`src/rtl/prog_mod_counter_if.sv`:
```
// Control/status bundle for prog_mod_counter: the master drives the controls,
// and the counter (slave) returns its count and the event pulses.
interface prog_mod_counter_if #(
    parameter int W = 16
);
    logic         en;
    logic         clr;
    logic         dir_down;
    logic         oneshot;
    logic         start;
    logic         mod_wr;
    logic [W-1:0] mod_in;
    logic         load;
    logic [W-1:0] load_val;
    logic [W-1:0] q;
    logic         max_tick;
    logic         min_tick;
    logic         wrap;
    logic         busy;
    logic         done;
    logic         mod_err;

    modport master (
        output en, clr, dir_down, oneshot, start, mod_wr, mod_in, load, load_val,
        input  q, max_tick, min_tick, wrap, busy, done, mod_err
    );

    modport slave (
        input  en, clr, dir_down, oneshot, start, mod_wr, mod_in, load, load_val,
        output q, max_tick, min_tick, wrap, busy, done, mod_err
    );
endinterface

```
`src/rtl/prog_mod_counter.sv`:
```
// Runtime-programmable modulus counter with prescaler, up/down, load/clear
// and a one-shot run mode; used as a tick source for timers and baud clocks.
//
// state  | meaning
// IDLE   | free-run, or one-shot waiting for start (q holds)
// RUN    | one-shot run in progress, stepping toward terminal count
// DONE   | one-shot finished; done pulses this cycle, back to IDLE next
module prog_mod_counter #(
    parameter int W         = 16,
    parameter int M_DEFAULT = 10,
    parameter int PRESCALE  = 1
) (
    input  logic                   clk,
    input  logic                   reset,
    prog_mod_counter_if.slave      bus
);
    localparam int PW = (PRESCALE > 1) ? $clog2(PRESCALE) : 1;
    localparam logic [PW-1:0] PRE_LAST = PW'(PRESCALE - 1);
    localparam logic [PW-1:0] PRE_ONE  = PW'(1);
    localparam logic [W-1:0]  ONE      = W'(1);
    localparam logic [W-1:0]  TWO      = W'(2);
    localparam logic [W-1:0]  M_RST    = W'(M_DEFAULT);

    localparam logic [1:0] S_IDLE = 2'd0;
    localparam logic [1:0] S_RUN  = 2'd1;
    localparam logic [1:0] S_DONE = 2'd2;

    logic [W-1:0]  q_q, q_d;
    logic [W-1:0]  m_q, m_d;
    logic [PW-1:0] pre_q, pre_d;
    logic [1:0]    state_q, state_d;
    logic          wrap_q, wrap_d;
    logic          done_q, done_d;
    logic          err_q, err_d;

    logic step;
    logic at_top;
    logic at_bot;
    logic term;

    assign at_top = (q_q == m_q - ONE);
    assign at_bot = (q_q == '0);
    assign term   = bus.dir_down ? at_bot : at_top;
    assign step   = bus.en && (pre_q == PRE_LAST);

    always_comb begin
        q_d    = q_q;
        m_d    = m_q;
        pre_d  = pre_q;
        wrap_d = 1'b0;
        done_d = 1'b0;
        err_d  = 1'b0;
        // DONE lasts one cycle, and leaving one-shot mode drops any run at once
        state_d = (!bus.oneshot || state_q == S_DONE) ? S_IDLE : state_q;

        if (bus.clr) begin
            q_d     = '0;
            pre_d   = '0;
            state_d = S_IDLE;
        end else if (bus.mod_wr) begin
            if (bus.mod_in >= TWO) begin
                m_d   = bus.mod_in;
                pre_d = '0;
                q_d   = bus.dir_down ? bus.mod_in - ONE : '0;
            end else begin
                err_d = 1'b1;
            end
        end else if (bus.load) begin
            if (bus.load_val < m_q) begin
                q_d = bus.load_val;
            end else begin
                err_d = 1'b1;
            end
        end else if (bus.oneshot && state_q == S_IDLE && bus.start) begin
            q_d     = bus.dir_down ? m_q - ONE : '0;
            pre_d   = '0;
            state_d = S_RUN;
        end else begin
            if (bus.en) begin
                pre_d = step ? '0 : pre_q + PRE_ONE;
            end
            if (!bus.oneshot) begin
                if (step) begin
                    if (term) begin
                        q_d    = bus.dir_down ? m_q - ONE : '0;
                        wrap_d = 1'b1;
                    end else begin
                        q_d = bus.dir_down ? q_q - ONE : q_q + ONE;
                    end
                end
            end else if (state_q == S_RUN && step) begin
                // a one-shot stops on the terminal value instead of wrapping
                if (term) begin
                    state_d = S_DONE;
                    done_d  = 1'b1;
                end else begin
                    q_d = bus.dir_down ? q_q - ONE : q_q + ONE;
                end
            end
        end
    end

    always_ff @(posedge clk or posedge reset) begin
        if (reset) begin
            q_q     <= '0;
            m_q     <= M_RST;
            pre_q   <= '0;
            state_q <= S_IDLE;
            wrap_q  <= 1'b0;
            done_q  <= 1'b0;
            err_q   <= 1'b0;
        end else begin
            q_q     <= q_d;
            m_q     <= m_d;
            pre_q   <= pre_d;
            state_q <= state_d;
            wrap_q  <= wrap_d;
            done_q  <= done_d;
            err_q   <= err_d;
        end
    end

    assign bus.q        = q_q;
    assign bus.max_tick = at_top;
    assign bus.min_tick = at_bot;
    assign bus.wrap     = wrap_q;
    assign bus.busy     = (state_q == S_RUN);
    assign bus.done     = done_q;
    assign bus.mod_err  = err_q;
endmodule

```
`src/flat_wrapper.sv`:
```
// flat-port wrapper written by rule: the top's interface ports become plain ports
module prog_mod_counter_flat 
#(
    parameter int W         = 16,
    parameter int M_DEFAULT = 10,
    parameter int PRESCALE  = 1
)
  (clk, reset, bus_en, bus_clr, bus_dir_down, bus_oneshot, bus_start, bus_mod_wr, bus_mod_in, bus_load, bus_load_val, bus_q, bus_max_tick, bus_min_tick, bus_wrap, bus_busy, bus_done, bus_mod_err);
  prog_mod_counter_if #(.W(W)) bus_i ();
  input  logic clk;
  input  logic reset;
  input wire logic [$bits(bus_i.en)-1:0] bus_en;
  input wire logic [$bits(bus_i.clr)-1:0] bus_clr;
  input wire logic [$bits(bus_i.dir_down)-1:0] bus_dir_down;
  input wire logic [$bits(bus_i.oneshot)-1:0] bus_oneshot;
  input wire logic [$bits(bus_i.start)-1:0] bus_start;
  input wire logic [$bits(bus_i.mod_wr)-1:0] bus_mod_wr;
  input wire logic [$bits(bus_i.mod_in)-1:0] bus_mod_in;
  input wire logic [$bits(bus_i.load)-1:0] bus_load;
  input wire logic [$bits(bus_i.load_val)-1:0] bus_load_val;
  output wire logic [$bits(bus_i.q)-1:0] bus_q;
  output wire logic [$bits(bus_i.max_tick)-1:0] bus_max_tick;
  output wire logic [$bits(bus_i.min_tick)-1:0] bus_min_tick;
  output wire logic [$bits(bus_i.wrap)-1:0] bus_wrap;
  output wire logic [$bits(bus_i.busy)-1:0] bus_busy;
  output wire logic [$bits(bus_i.done)-1:0] bus_done;
  output wire logic [$bits(bus_i.mod_err)-1:0] bus_mod_err;
  assign bus_i.en = bus_en;
  assign bus_i.clr = bus_clr;
  assign bus_i.dir_down = bus_dir_down;
  assign bus_i.oneshot = bus_oneshot;
  assign bus_i.start = bus_start;
  assign bus_i.mod_wr = bus_mod_wr;
  assign bus_i.mod_in = bus_mod_in;
  assign bus_i.load = bus_load;
  assign bus_i.load_val = bus_load_val;
  assign bus_q = bus_i.q;
  assign bus_max_tick = bus_i.max_tick;
  assign bus_min_tick = bus_i.min_tick;
  assign bus_wrap = bus_i.wrap;
  assign bus_busy = bus_i.busy;
  assign bus_done = bus_i.done;
  assign bus_mod_err = bus_i.mod_err;
  prog_mod_counter #(.W(W), .M_DEFAULT(M_DEFAULT), .PRESCALE(PRESCALE)) u_core (.clk(clk), .reset(reset), .bus(bus_i));
endmodule
```
`config.mk`:
```
export PLATFORM = sky130hd
export DESIGN_NAME = prog_mod_counter_flat
export DESIGN_NICKNAME = d
export VERILOG_FILES = /design/src/rtl/prog_mod_counter_if.sv /design/src/rtl/prog_mod_counter.sv /design/src/flat_wrapper.sv
export SDC_FILE = /design/constraint.sdc
export NUM_CORES = 1
export LEC_CHECK = 0
export CAP_MARGIN = 20
export CORE_MARGIN = 4
export CORE_UTILIZATION = 40
export DETAILED_ROUTE_END_ITERATION = 6
export GPL_ROUTABILITY_DRIVEN = 0
export PLACE_DENSITY_LB_ADDON = 0.3
export SLEW_MARGIN = 20
export SYNTH_ARGS = -nofsm -noshare
export SYNTH_HDL_FRONTEND = slang
export SYNTH_SLANG_ARGS = --single-unit
```
`constraint.sdc`:
```
create_clock -name clk -period 3.85 [get_ports clk]
set_input_delay 1.155 -clock clk [delete_from_list [all_inputs] [get_ports clk]]
set_output_delay 1.155 -clock clk [all_outputs]
set_load 0.03 [all_outputs]
```
==> reports/results.txt <==
Status: finished, violations left
Failing checks: setup timing
Antenna Cells: 0
Top FF cell, synth: dfrtp_1
Hold Fails Final Rpt: 0
Top cells by count, synth: 51 x nand2_1, 49 x o21ai_0, 44 x a21oi_1, 36 x dfrtp_1
Worst skew pair latency: 0.30 ns
Final non-filler cell total: 800
Layout cells sized above 1: 0.1913
First-pass GRT wire length: 23910 µm
P_int: 1.067 mW
Synth Warn #: 0
Crit. End Element: output port
Worst VDD drop: 0.1306 mV
Cell Area, Placed: 5558 µm²
IO Port Bufs: 62
Crit-path cells: buf_6 > or4_4 > nor2_4 > o311a_1 > nand4_1 > a2111oi_4 > nand2_1 > nor4_4 > buf_12
Avg Cell Area, Syn: 7.969 µm²
Crit path buffers/inverters: 2
Worst R2R Start: u_core.m_q[6]
Ports: 63
TritonCTS Buffers: 5
CTS tree: built
Antenna violations before repair: 1
RSZ-0062 raised after global routing: yes
Async SR Flop Fraction: 1.000
Dpl cells: 784
R2R Setup Slk: 0.20 ns
Clk slew on worst S/H paths: 0.08 ns
Worst path max stage delay: 0.54 ns
Comb power frac: 0.530
Post-synthesis cell type count: 68
Design Area, Final: 5837 µm²
Final Max Tran Viols: 0
WL per Instance: 18.93 µm
Ranking of synthesized cells by area: dfrtp_1 21%, ha_1 9.2%, o21ai_0 5.6%, xnor2_1 5.2%, a21oi_1 5.1%
Core footprint: 10460 µm²
# rows: 37
Fill cells: 967
Worst reg2reg endpoint: u_core.bus.q[3]
Fmax: 0.2520 GHz
Leakage: 2.518 nW
Clk pwr share: 0.183
CP max-delay cell: or4_4
Sw Share: 0.4080
Final Core Density: 0.5579
# DRC: 0
Startpoint types: flip-flop
Switch Pwr: 735.6 µW
Die H: 112.2 µm
Syn nets: 619
WL final: 15140 µm
Nets: 737
Largest net degree at the start of global routing: 39
#FFs+latches synth: 38
Least-Margin Pin Slew: 0.7671 ns
Root buffer cell: clkbuf_8
Largest area contributor in the netlist: dfrtp_1
Die area: 12590 µm²
Layout Skew: 0.004880 ns
Crit. Startpoint: u_core.m_q[6]
CP top delay family: simple AND/OR/NAND/NOR gates
Antenna viol nets, final: 0
Required time of the critical path: 2.69 ns
Sequential share of power: 0.287
WP depth: 9
Synth top area share: 0.2074
Vias in the first global route: 4609
Tot GR Track Use: 0.2327
Clock Tree Buf Depth: 2
Cells after synthesis: 545
R2r worst-path depth: 13
Via count: 4823
Post-route minimum period: 3.969 ns
CTS H-tree depth: 2
Worst Setup EP: bus_max_tick
Max-Cap Viols: 0
Pwr/cell area: 308.9 nW/µm²
Final Setup Violations: 1
WHS: 0.5599 ns
Worst Path Arrival: 2.81 ns
Count leader, synth: nand2_1
Sequential-to-total area share from yosys stat: 0.2195
Die W: 112.2 µm
Slew margin rel.: 0.4867
Sink Count: 38
Fin crit share: 1.031
Crit Path Max Fanout: 2
Initial DRC count: 498
Setup CP Type: flip-flop to output port
Area growth syn-to-layout: 34.40%
Vias per cell: 6.029
Initial Utilization: 0.4151
Hpwl dp: 11790 µm
Worst Hold Class: flip-flop to flip-flop
Dpl ws: -0.3119 ns
Initial DRT Pass Iterations: 5
EDFF count, synth: 0
Cell area after synthesis: 4343 µm²
Congestion Overflow GR: 0
Final worst slack: -0.1188 ns
-- through the flow --
stage,total power [mW],TNS (ns)
3_5_place_dp,1.412,-1.809
2_1_floorplan,1.064,0
3_3_place_gp,1.389,-0.3974
4_1_cts,1.761,-0.03279
6_report,1.803,-0.1188
5_1_grt,1.903,-0.2055
-- cells in the final DEF (no fill, tap or decap), drive strengths merged, types with 9 or more instances in the layout --
cell type,n
buf,78
clkdlybuf4s50,60
o21ai,52
nand2,51
a21oi,44
dfrtp,36
nor2,34
inv,34
ha,32
xnor2,26
xor2,17
nor3,17
nor4,15
a21o,13
nand3,13
nand4,10
mux2i,9
o41ai,9
-- layer usage --
layer,track usage,wire length [µm],up-vias
li1,-,-,2251
met1,0.3137,6437,2291
met2,0.3806,7067,245
met3,0.03558,1177,36
met4,0.07933,458,0
met5,0,0,-
-- kinds of logic (layout without fill, tap and decap cells) --
family / Yosys count / in the layout / share of synthesized area
xor+xnor: 46 / 46 / 0.1023
fa+ha+maj: 33 / 33 / 0.09680
buf+inv: 63 / 182 / 0.06252
flops: 38 / 38 / 0.2195
mux: 12 / 12 / 0.02939
compound gates: 172 / 172 / 0.2622
simple gates: 181 / 181 / 0.2273
-- power by group through the flow --
stage	registers, mW	logic (mW)	clock network (mW)
final	0.517	0.956	0.329
after global routing	0.523	1.03	0.346
after CTS	0.511	0.916	0.333
after detailed placement	0.519	0.893	0
after global placement	0.516	0.873	0
after floorplan	0.534	0.530	0
-- worst min path at each step --
stage	start	to	cells after the start
finish	u_core.pre_q	u_core.pre_q	2
CTS	u_core.state_q[1]	u_core.state_q[1]	2
global route	u_core.pre_q	u_core.pre_q	2
floorplan	u_core.pre_q	u_core.pre_q	2
detailed placement	u_core.pre_q	u_core.pre_q	2
global placement	u_core.state_q[1]	u_core.state_q[1]	2
-- what timing repair did --
action	in CTS	in global routing
resized for setup	12	14
hold buffers	0	0
pin swaps	10	9
endpoints found under the hold margin	0	0
setup endpoints to repair	2	5
setup buffers	4	4
gates cloned	0	0
-- worst min-delay path: cells and delay by family (launching register included) --
| kind | cells | cell delay, ns |
|---|---|---|
| DFF | 1 | 0.36 |
| buffers and inverters | 1 | 0.09 |
| AOI/OAI and AO/OA | 1 | 0.06 |
-- flip-flops by register name, indices dropped and copies added, names as in the netlist --
signal	cells
u_core.bus.done	1
u_core.bus.mod_err	1
u_core.bus.q	16
u_core.bus.wrap	1
u_core.m_q	16
u_core.pre_q	1
u_core.state_q	2
-- area by class of cell --
class / count / area [µm²] / share of cell area
Timing Repair Buffer: 139 / 1224 / 0.2096
Tap cell: 136 / 170.2 / 0.02915
Inverter: 35 / 131.4 / 0.02251
Multi-Input combinational cell: 444 / 3248 / 0.5565
Sequential cell: 38 / 953.4 / 0.1633
Clock buffer: 8 / 110.1 / 0.01886
(Power assumes the default switching activity.)
